### src/rtl/pulse_scheduler.sv
// Arbitrated pulse-train source: two requesters share one counted, abortable
// output with programmable high/low phase lengths and a completion strobe.
module pulse_scheduler #(
    parameter int W = 8
) (
    input  logic         clock,
    input  logic         reset,
    input  logic         on,
    input  logic [1:0]   req,
    input  logic [3:0]   cnt0,
    input  logic [3:0]   cnt1,
    input  logic [W-1:0] high_len,
    input  logic [W-1:0] low_len,
    output logic         signal,
    output logic [1:0]   grant,
    output logic         busy,
    output logic [1:0]   done,
    output logic         aborted
);

    typedef enum logic [1:0] {
        S_IDLE = 2'd0,
        S_HIGH = 2'd1,
        S_LOW  = 2'd2,
        S_DONE = 2'd3
    } state_t;

    state_t       r_state;
    state_t       w_state_next;
    logic [3:0]   r_rem;
    logic [W-1:0] r_phase;
    logic [W-1:0] r_high_m1;
    logic [W-1:0] r_low_m1;
    logic         r_owner;
    logic         r_last;
    logic         r_signal;
    logic [1:0]   r_grant;
    logic         r_busy;
    logic [1:0]   r_done;
    logic         r_aborted;

    logic         w_start;
    logic         w_winner;
    logic [3:0]   w_win_cnt;
    logic [W-1:0] w_high_m1;
    logic [W-1:0] w_low_m1;
    logic         w_phase_end;
    logic [3:0]   w_rem_dec;
    logic         w_abort;
    logic         w_owner_next;
    logic         w_signal_next;
    logic [1:0]   w_grant_next;
    logic         w_busy_next;
    logic [1:0]   w_done_next;
    logic         w_aborted_next;

    // Round-robin: a lone requester wins; with both, the one not served last.
    assign w_start     = (r_state == S_IDLE) && on && (req != 2'b00);
    assign w_winner    = (req == 2'b11) ? ~r_last : req[1];
    assign w_win_cnt   = w_winner ? cnt1 : cnt0;
    assign w_high_m1   = (high_len == '0) ? '0 : high_len - W'(1);
    assign w_low_m1    = (low_len == '0) ? '0 : low_len - W'(1);
    assign w_phase_end = (r_phase == '0);
    assign w_rem_dec   = r_rem - 4'd1;
    assign w_abort     = ((r_state == S_HIGH) || (r_state == S_LOW)) && !on;

    // State register plus latched sequence parameters and registered outputs.
    always_ff @(posedge clock) begin
        if (reset) begin
            r_state   <= S_IDLE;
            r_rem     <= 4'd0;
            r_phase   <= '0;
            r_high_m1 <= '0;
            r_low_m1  <= '0;
            r_owner   <= 1'b0;
            r_last    <= 1'b1;
            r_signal  <= 1'b0;
            r_grant   <= 2'b00;
            r_busy    <= 1'b0;
            r_done    <= 2'b00;
            r_aborted <= 1'b0;
        end else begin
            r_state   <= w_state_next;
            r_owner   <= w_owner_next;
            r_signal  <= w_signal_next;
            r_grant   <= w_grant_next;
            r_busy    <= w_busy_next;
            r_done    <= w_done_next;
            r_aborted <= w_aborted_next;
            case (r_state)
                S_IDLE: begin
                    if (w_start) begin
                        r_rem     <= w_win_cnt;
                        r_high_m1 <= w_high_m1;
                        r_low_m1  <= w_low_m1;
                        r_phase   <= w_high_m1;
                    end
                end
                S_HIGH: begin
                    if (w_phase_end) begin
                        r_rem   <= w_rem_dec;
                        r_phase <= r_low_m1;
                    end else begin
                        r_phase <= r_phase - W'(1);
                    end
                end
                S_LOW: begin
                    r_phase <= w_phase_end ? r_high_m1 : r_phase - W'(1);
                end
                S_DONE: begin
                    r_last <= r_owner;
                end
                default: ;
            endcase
        end
    end

    always_comb begin
        w_state_next = r_state;
        case (r_state)
            S_IDLE: begin
                if (w_start) w_state_next = (w_win_cnt != 4'd0) ? S_HIGH : S_DONE;
            end
            S_HIGH: begin
                if (w_abort)          w_state_next = S_DONE;
                else if (w_phase_end) w_state_next = (w_rem_dec == 4'd0) ? S_DONE : S_LOW;
            end
            S_LOW: begin
                if (w_abort)          w_state_next = S_DONE;
                else if (w_phase_end) w_state_next = S_HIGH;
            end
            S_DONE:  w_state_next = S_IDLE;
            default: w_state_next = S_IDLE;
        endcase
    end

    // Outputs are decoded from the next state so they are valid right after the edge.
    always_comb begin
        w_owner_next   = w_start ? w_winner : r_owner;
        w_signal_next  = (w_state_next == S_HIGH);
        w_busy_next    = (w_state_next != S_IDLE);
        w_grant_next   = w_busy_next ? {w_owner_next, ~w_owner_next} : 2'b00;
        w_done_next    = (w_state_next == S_DONE) ? {w_owner_next, ~w_owner_next} : 2'b00;
        w_aborted_next = w_abort;
    end

    assign signal  = r_signal;
    assign grant   = r_grant;
    assign busy    = r_busy;
    assign done    = r_done;
    assign aborted = r_aborted;

endmodule

### config.mk
export PLATFORM = sky130hd
export DESIGN_NAME = pulse_scheduler
export DESIGN_NICKNAME = d
export VERILOG_FILES = /design/src/rtl/pulse_scheduler.sv
export SDC_FILE = /design/constraint.sdc
export NUM_CORES = 1
export LEC_CHECK = 0
export BUFFER_PORTS_ARGS = -buffer_cell sky130_fd_sc_hd__buf_2
export CELL_PAD_IN_SITES_DETAIL_PLACEMENT = 1
export CELL_PAD_IN_SITES_GLOBAL_PLACEMENT = 1
export CORE_ASPECT_RATIO = 0.8
export CORE_MARGIN = 10
export CORE_UTILIZATION = 45
export CTS_CLUSTER_DIAMETER = 40
export DETAILED_ROUTE_END_ITERATION = 10
export GPL_TIMING_DRIVEN = 0
export PLACE_DENSITY = 0.9
export RECOVER_POWER = 100
export SYNTH_ARGS = -nofsm -noshare
export SYNTH_HDL_FRONTEND = slang
export SYNTH_SLANG_ARGS = --single-unit
### constraint.sdc
create_clock -name clock -period 6.5 [get_ports clock]
set_input_delay 1.3 -clock clock [delete_from_list [all_inputs] [get_ports clock]]
set_output_delay 1.3 -clock clock [all_outputs]
set_load 0.01 [all_outputs]
# Word-level counts from Yosys, hierarchy flattened
# Cells that the tools add are included.
totals:
  reg_bits: 39
  out_inout_bits: 7
classes:
  n_addsub: 4
  eq_ne: 8
  n_mux: 20
  bitwise_logic: 4
  n_reduce_logical: 20
op_table:
  columns: ["op", "count"]
  rows:
  - ["$mux W8", 5]
  - ["$logic_not A8 Y1", 3]
  - ["$pmux W8 S3", 1]
  - ["$sub A8 B1 Y8 const B", 3]
  - ["$mux W2", 6]
  - ["$mux W4", 3]
  - ["$eq A2 B2 Y1 const B", 4]
  - ["$pmux W2 S4", 1]
  - ["$pmux W4 S2", 1]
  - ["$reduce_bool A2 Y1", 3]
  - ["$eq A2 B1 Y1 const B", 2]
  - ["$logic_not A4 Y1", 1]
  - ["$ne A2 B2 Y1 const B", 2]
  - ["$not A1 Y1", 4]
  - ["$reduce_and A2 Y1", 2]
  - ["$reduce_bool A4 Y1", 1]
  - ["$reduce_or A2 Y1", 2]
  - ["$sub A4 B1 Y4 const B", 1]
  - ["$logic_and A1 B1 Y1", 3]
  - ["$mux W1", 3]
  - ["$reduce_and A3 Y1", 1]
  - ["$reduce_bool A3 Y1", 1]
  - ["$logic_not A2 Y1", 1]
  - ["$logic_not A1 Y1", 1]
  - ["$logic_or A1 B1 Y1", 1]

# Longest topological paths before layout
depth:
  depth_word: 10
  mapped_depth: 9
  ltp_nobuf: 7

# Worst setup path before layout
# No wires, ideal clock.
synth_path:
  kind: "input to register"
  from: "input port high_len[0]"
  to: "register r_phase[0]"
  arrival_time_ps: 2807
  required_time_ps: 6384
  path_slack_ps: 3576
  stages: 7
  path_buffers: 1
  path_cell_list: "inv_1 -> ha_1 -> or4b_1 -> nor4_1 -> buf_2 -> o21bai_1 -> a31o_2"
synth_via:
  elab_chain_len: 4
  word_cells_on_any_way: 5
synth_lines:
  columns: ["element", "line", "text"]
  rows:
  - ["start, declared", "12", "input logic [W-1:0] high_len,"]
  - ["$sub A8 B1 Y8 / $logic_not A8 Y1 (equally long branches)", "61", "assign w_high_m1 = (high_len == '0) ? '0 : high_len - W'(1);"]
  - ["$mux W8 (*)", "61", null]
  - ["$mux W8 (*)", "92", "if (w_start) begin"]
  - ["$pmux W8 S3 (*)", "90", "case (r_state)"]
  - ["end signal, assigned", "96", "r_phase <= w_high_m1;"]
  - ["end signal, assigned", "102", "r_phase <= r_low_m1;"]
  - ["end signal, assigned", "104", "r_phase <= r_phase - W'(1);"]
  - ["end, declared", "31", "logic [W-1:0] r_phase;"]
# Mark *: on every way between the ends. The rest lies on a longest branch, timed or not. The select of a mux whose other input is x is not followed.
# A chain may end at the register's enable or synchronous reset.

# Worst setup path after layout
# Same ends and word-level chain as after synthesis.

==> results_tabular.tex <==
\begin{tabular}{lr}
\hline
Metric & Value \\
\hline
\multicolumn{2}{l}{\textbf{Run status}} \\
\quad Result of the run & finished, final reports clean \\
\multicolumn{2}{l}{\textbf{Yosys}} \\
\quad Post-synthesis sequential element count & 39 \\
\quad Prevailing post-synth register cell & dfxtp\_1 \\
\quad Number of instances in the synthesized netlist & 294 \\
\quad Post-synthesis sequential area ratio & 32.86\% \\
\quad Mean Syn Cell Area & 8.082 um\^{}2 \\
\quad Ys async rst share & 0\% \\
\quad Post-synth design cell area & 0.002376 mm\^{}2 \\
\quad Number of nets produced by synthesis & 333 \\
\quad Number of distinct standard cells referenced by the synthesized netlist & 57 \\
\quad EDFF count, synth & 0 \\
\quad Count of yosys warnings during synthesis & 0 \\
\multicolumn{2}{l}{\textbf{Route}} \\
\quad Detailed-route vias per instance & 6.010 \\
\quad Number of remaining DRC errors & 0 \\
\quad First-pass detailed-route iteration total & 4 \\
\quad Routed via count & 2386 \\
\quad Detailed Route Iter0 Violations & 149 \\
\quad Number of routed nets with antenna violations & 0 \\
\quad Routed len/inst & 18.02 um \\
\quad Aggregate routed wire length & 7.152 mm \\
\multicolumn{2}{l}{\textbf{Worst setup path}} \\
\quad Reg-to-reg startpoint & r\_phase[0] \\
\quad Reg2reg setup slack & 3.81 ns \\
\quad Worst reg-to-reg path cell count & 8 \\
\quad Critical path peak fanout & 10 \\
\quad Capture point of the worst path & r\_phase[0] \\
\quad Arr. time, crit path & 3.44 ns \\
\quad Endpoint of the most critical register-to-register path & r\_rem[0] \\
\quad Startpoint type of the worst setup path & input pin \\
\quad Critical Path Source & high\_len[0] \\
\quad Setup CP Type & input pin to register \\
\quad Type of element capturing the critical path & register \\
\quad Worst path required time & 6.69 ns \\
\multicolumn{2}{l}{\textbf{Timing}} \\
\quad Highest clock rate & 0.3079 GHz \\
\quad RSZ-0062 raised after global routing & false \\
\quad Total count of max-transition violations in the final report & 0 \\
\quad Count of endpoints failing setup in the final report & 0 \\
\quad Max-Slew Margin vs Limit & 55.91\% \\
\quad Transition time of the tightest slew-check pin & 0.6574 ns \\
\quad Final number of hold-violating endpoints & 0 \\
\quad Max Clock Skew & 0.005698 ns \\
\quad Total negative setup slack & 0 ns \\
\quad Clock period minus final worst setup slack & 3.248 ns \\
\quad Final cycle utilization of the critical path & 49.96\% \\
\quad Final setup slack of the worst path & 3.252 ns \\
\multicolumn{2}{l}{\textbf{Flow run}} \\
\quad Max cap viols & 0 \\
\multicolumn{2}{l}{\textbf{CTS}} \\
\quad Hold buffer count at cts & 0 \\
\quad CTS max path bufs & 2 \\
\quad Clock root cell & clkbuf\_8 \\
\quad TritonCTS clock tree & built \\
\quad Number of instances resized during post-cts repair & 0 \\
\quad Number of buffers inserted during clock tree synthesis & 5 \\
\quad Post-CTS Setup Bufs & 0 \\
\quad Clock transition at path regs & 0.08 ns \\
\quad CTS H-Tree Depth & 2 \\
\quad Clk sink count & 39 \\
\quad Clock insertion delay at the later pin of the skew report & 0.29 ns \\
\multicolumn{2}{l}{\textbf{Cells and area}} \\
\quad Most frequent cells in the layout & dfxtp\_1, nor2\_1, buf\_2 \\
\quad Ant diodes & 0 \\
\quad Finished layout cell area & 0.002675 mm\^{}2 \\
\quad Most common cell after layout, fill and taps aside & dfxtp\_1 \\
\quad Fillers & 657 \\
\quad Number of standard cells in the final layout excluding fillers & 397 \\
\quad Number of nets in the layout & 374 \\
\quad Area growth from synthesis to final layout & 12.59\% \\
\quad Proportion of layout cells with a drive suffix above 1 & 11.94\% \\
\multicolumn{2}{l}{\textbf{Floorplan}} \\
\quad Floorplan Core Area & 0.005065 mm\^{}2 \\
\quad Chip height & 84.99 um \\
\quad Starting density of the core & 46.91\% \\
\quad DIE AREA & 0.008604 mm\^{}2 \\
\quad Count of boundary I/O pins & 36 \\
\quad Die Span X & 101.2 um \\
\quad Standard-cell rows & 23 \\
\multicolumn{2}{l}{\textbf{Global route}} \\
\quad Number of antenna violations at the first check in global routing & 0 \\
\quad Remaining Overflow, GRT & 0 \\
\quad Pin count of the biggest net entering global routing & 12 \\
\quad Wire length of the first global-routing pass & 11.78 mm \\
\quad Number of global-route vias before repair & 2368 \\
\quad Total Routing Usage GR & 16.51\% \\
\multicolumn{2}{l}{\textbf{Power and ir drop}} \\
\quad P per Cell Area & 397.4 mW/mm\^{}2 \\
\quad Leakage & 1.047 nW \\
\quad Peak supply drop & 211.8 uV \\
\multicolumn{2}{l}{\textbf{Min path}} \\
\quad Worst hold-check path type & register to register \\
\multicolumn{2}{l}{\textbf{Placed design}} \\
\quad Worst slack at placement & 3.116 ns \\
\quad Number of instances in the placed design & 390 \\
\quad Standard cell area after detailed placement & 0.002624 mm\^{}2 \\
\quad Number of port buffers & 34 \\
\quad Routability congestion estimate from global placement & 0.8711 \\
\quad DP HPWL & 5.473 mm \\
\hline
\end{tabular}
-- synth_stat cells, drive strengths merged (3+ instances only) --
library cell  number  area share [%]
nor3              17             3.6
a31oi              5             1.3
o21a               5             1.6
a22oi              9             3.4
dfxtp             39              33
ha                10             5.3
nand2             20             3.2
nor4               4             1.1
xnor2              9             3.3
a211oi             5             1.6
or3                5             1.3
a21oi             16             3.4
nand3              4            0.84
nor2              33             5.3
buf                6             1.9
or4                4             1.4
xor2               4             1.5
inv               18             2.8
o21ai             18             3.9
clkbuf             8             1.3
nand2b             4             1.1
mux2i              3             1.3
o31ai              3            0.95
o41ai              4             1.5
o211ai             3            0.95
-- how the worst min path moves through the flow --
stage | from | slack, ns | end | cells after the start
after detailed placement | r_high_m1[2] | 0.48 | r_high_m1[2] | 2
after CTS | r_high_m1[2] | 0.49 | r_high_m1[2] | 2
after floorplan | r_owner | 0.45 | r_last | 2
final | r_high_m1[2] | 0.49 | r_high_m1[2] | 2
after global placement | r_high_m1[2] | 0.47 | r_high_m1[2] | 2
after global routing | r_high_m1[2] | 0.51 | r_high_m1[2] | 2
-- worst max-delay path, cell delays in order --
cell and delay (ns):
clkbuf_1 0.12, inv_1 0.07, ha_1 0.19, or4b_1 0.51, nor4_1 0.44, clkbuf_1 0.40
o21bai_1 0.15, a31o_2 0.26
-- cells by family (layout without fill, tap and decap cells) --
logic type               Yosys count  in the layout  synth area share (%)
flip-flops                        39             39                 32.86
AO/OA/AOI/OAI                     89             89                 26.38
buffers and inverters             32             73                 6.055
multiplexers                       5              5                 2.212
AND/OR/NAND/NOR                  106            106                 22.43
adder cells (fa/ha/maj)           10             10                 5.266
XOR/XNOR                          13             13                 4.792
-- layer usage --
layer  up-vias  global-route usage [%]  wire length [um]
li1       1162                       -                 -
met1      1159                   22.36              3438
met2        57                   25.40              3240
met3         8                   3.160               396
met4         0                   5.689                77
met5         -                       0                 0
-- area by class of cell --
class                   instances  area (um^2)  area share (%)
multi-input cells             223         1438           53.74
inverters                      18        67.56           2.526
well taps                      62        77.57           2.900
clock buffers                   6        82.58           3.087
clock inverters                 1        5.005          0.1871
repair buffers                 34        156.4           5.847
flip-flops and latches         39        780.7           29.19
plain buffers                  14        67.56           2.526
-- metrics by stage --
step / hold slack [ns] / utilization (%) / total power [mW]
6_report: 0.4902 / 52.82 / 1.063
5_1_grt: 0.5111 / 52.82 / 1.148
4_1_cts: 0.4933 / 53.53 / 1.077
3_5_place_dp: 0.4761 / 51.80 / 0.8992
3_3_place_gp: 0.4652 / 51.80 / 0.8749
2_1_floorplan: 0.4455 / - / 0.7443
-- registers in the layout, indices dropped and copies added (netlist names), 2 cells and up --
name       count
done           2
grant          2
r_high_m1      8
r_low_m1       8
r_phase        8
r_rem          4
r_state        2
-- power by group --
part | leakage (nW) | total (mW) | switching (mW) | internal, mW
clock network | 0.0470 | 0.172 | 0.0885 | 0.0834
registers | 0.320 | 0.347 | 0.0498 | 0.297
logic | 0.680 | 0.545 | 0.340 | 0.204
total | 1.05 | 1.06 | 0.479 | 0.584
(Power assumes the default switching activity.)
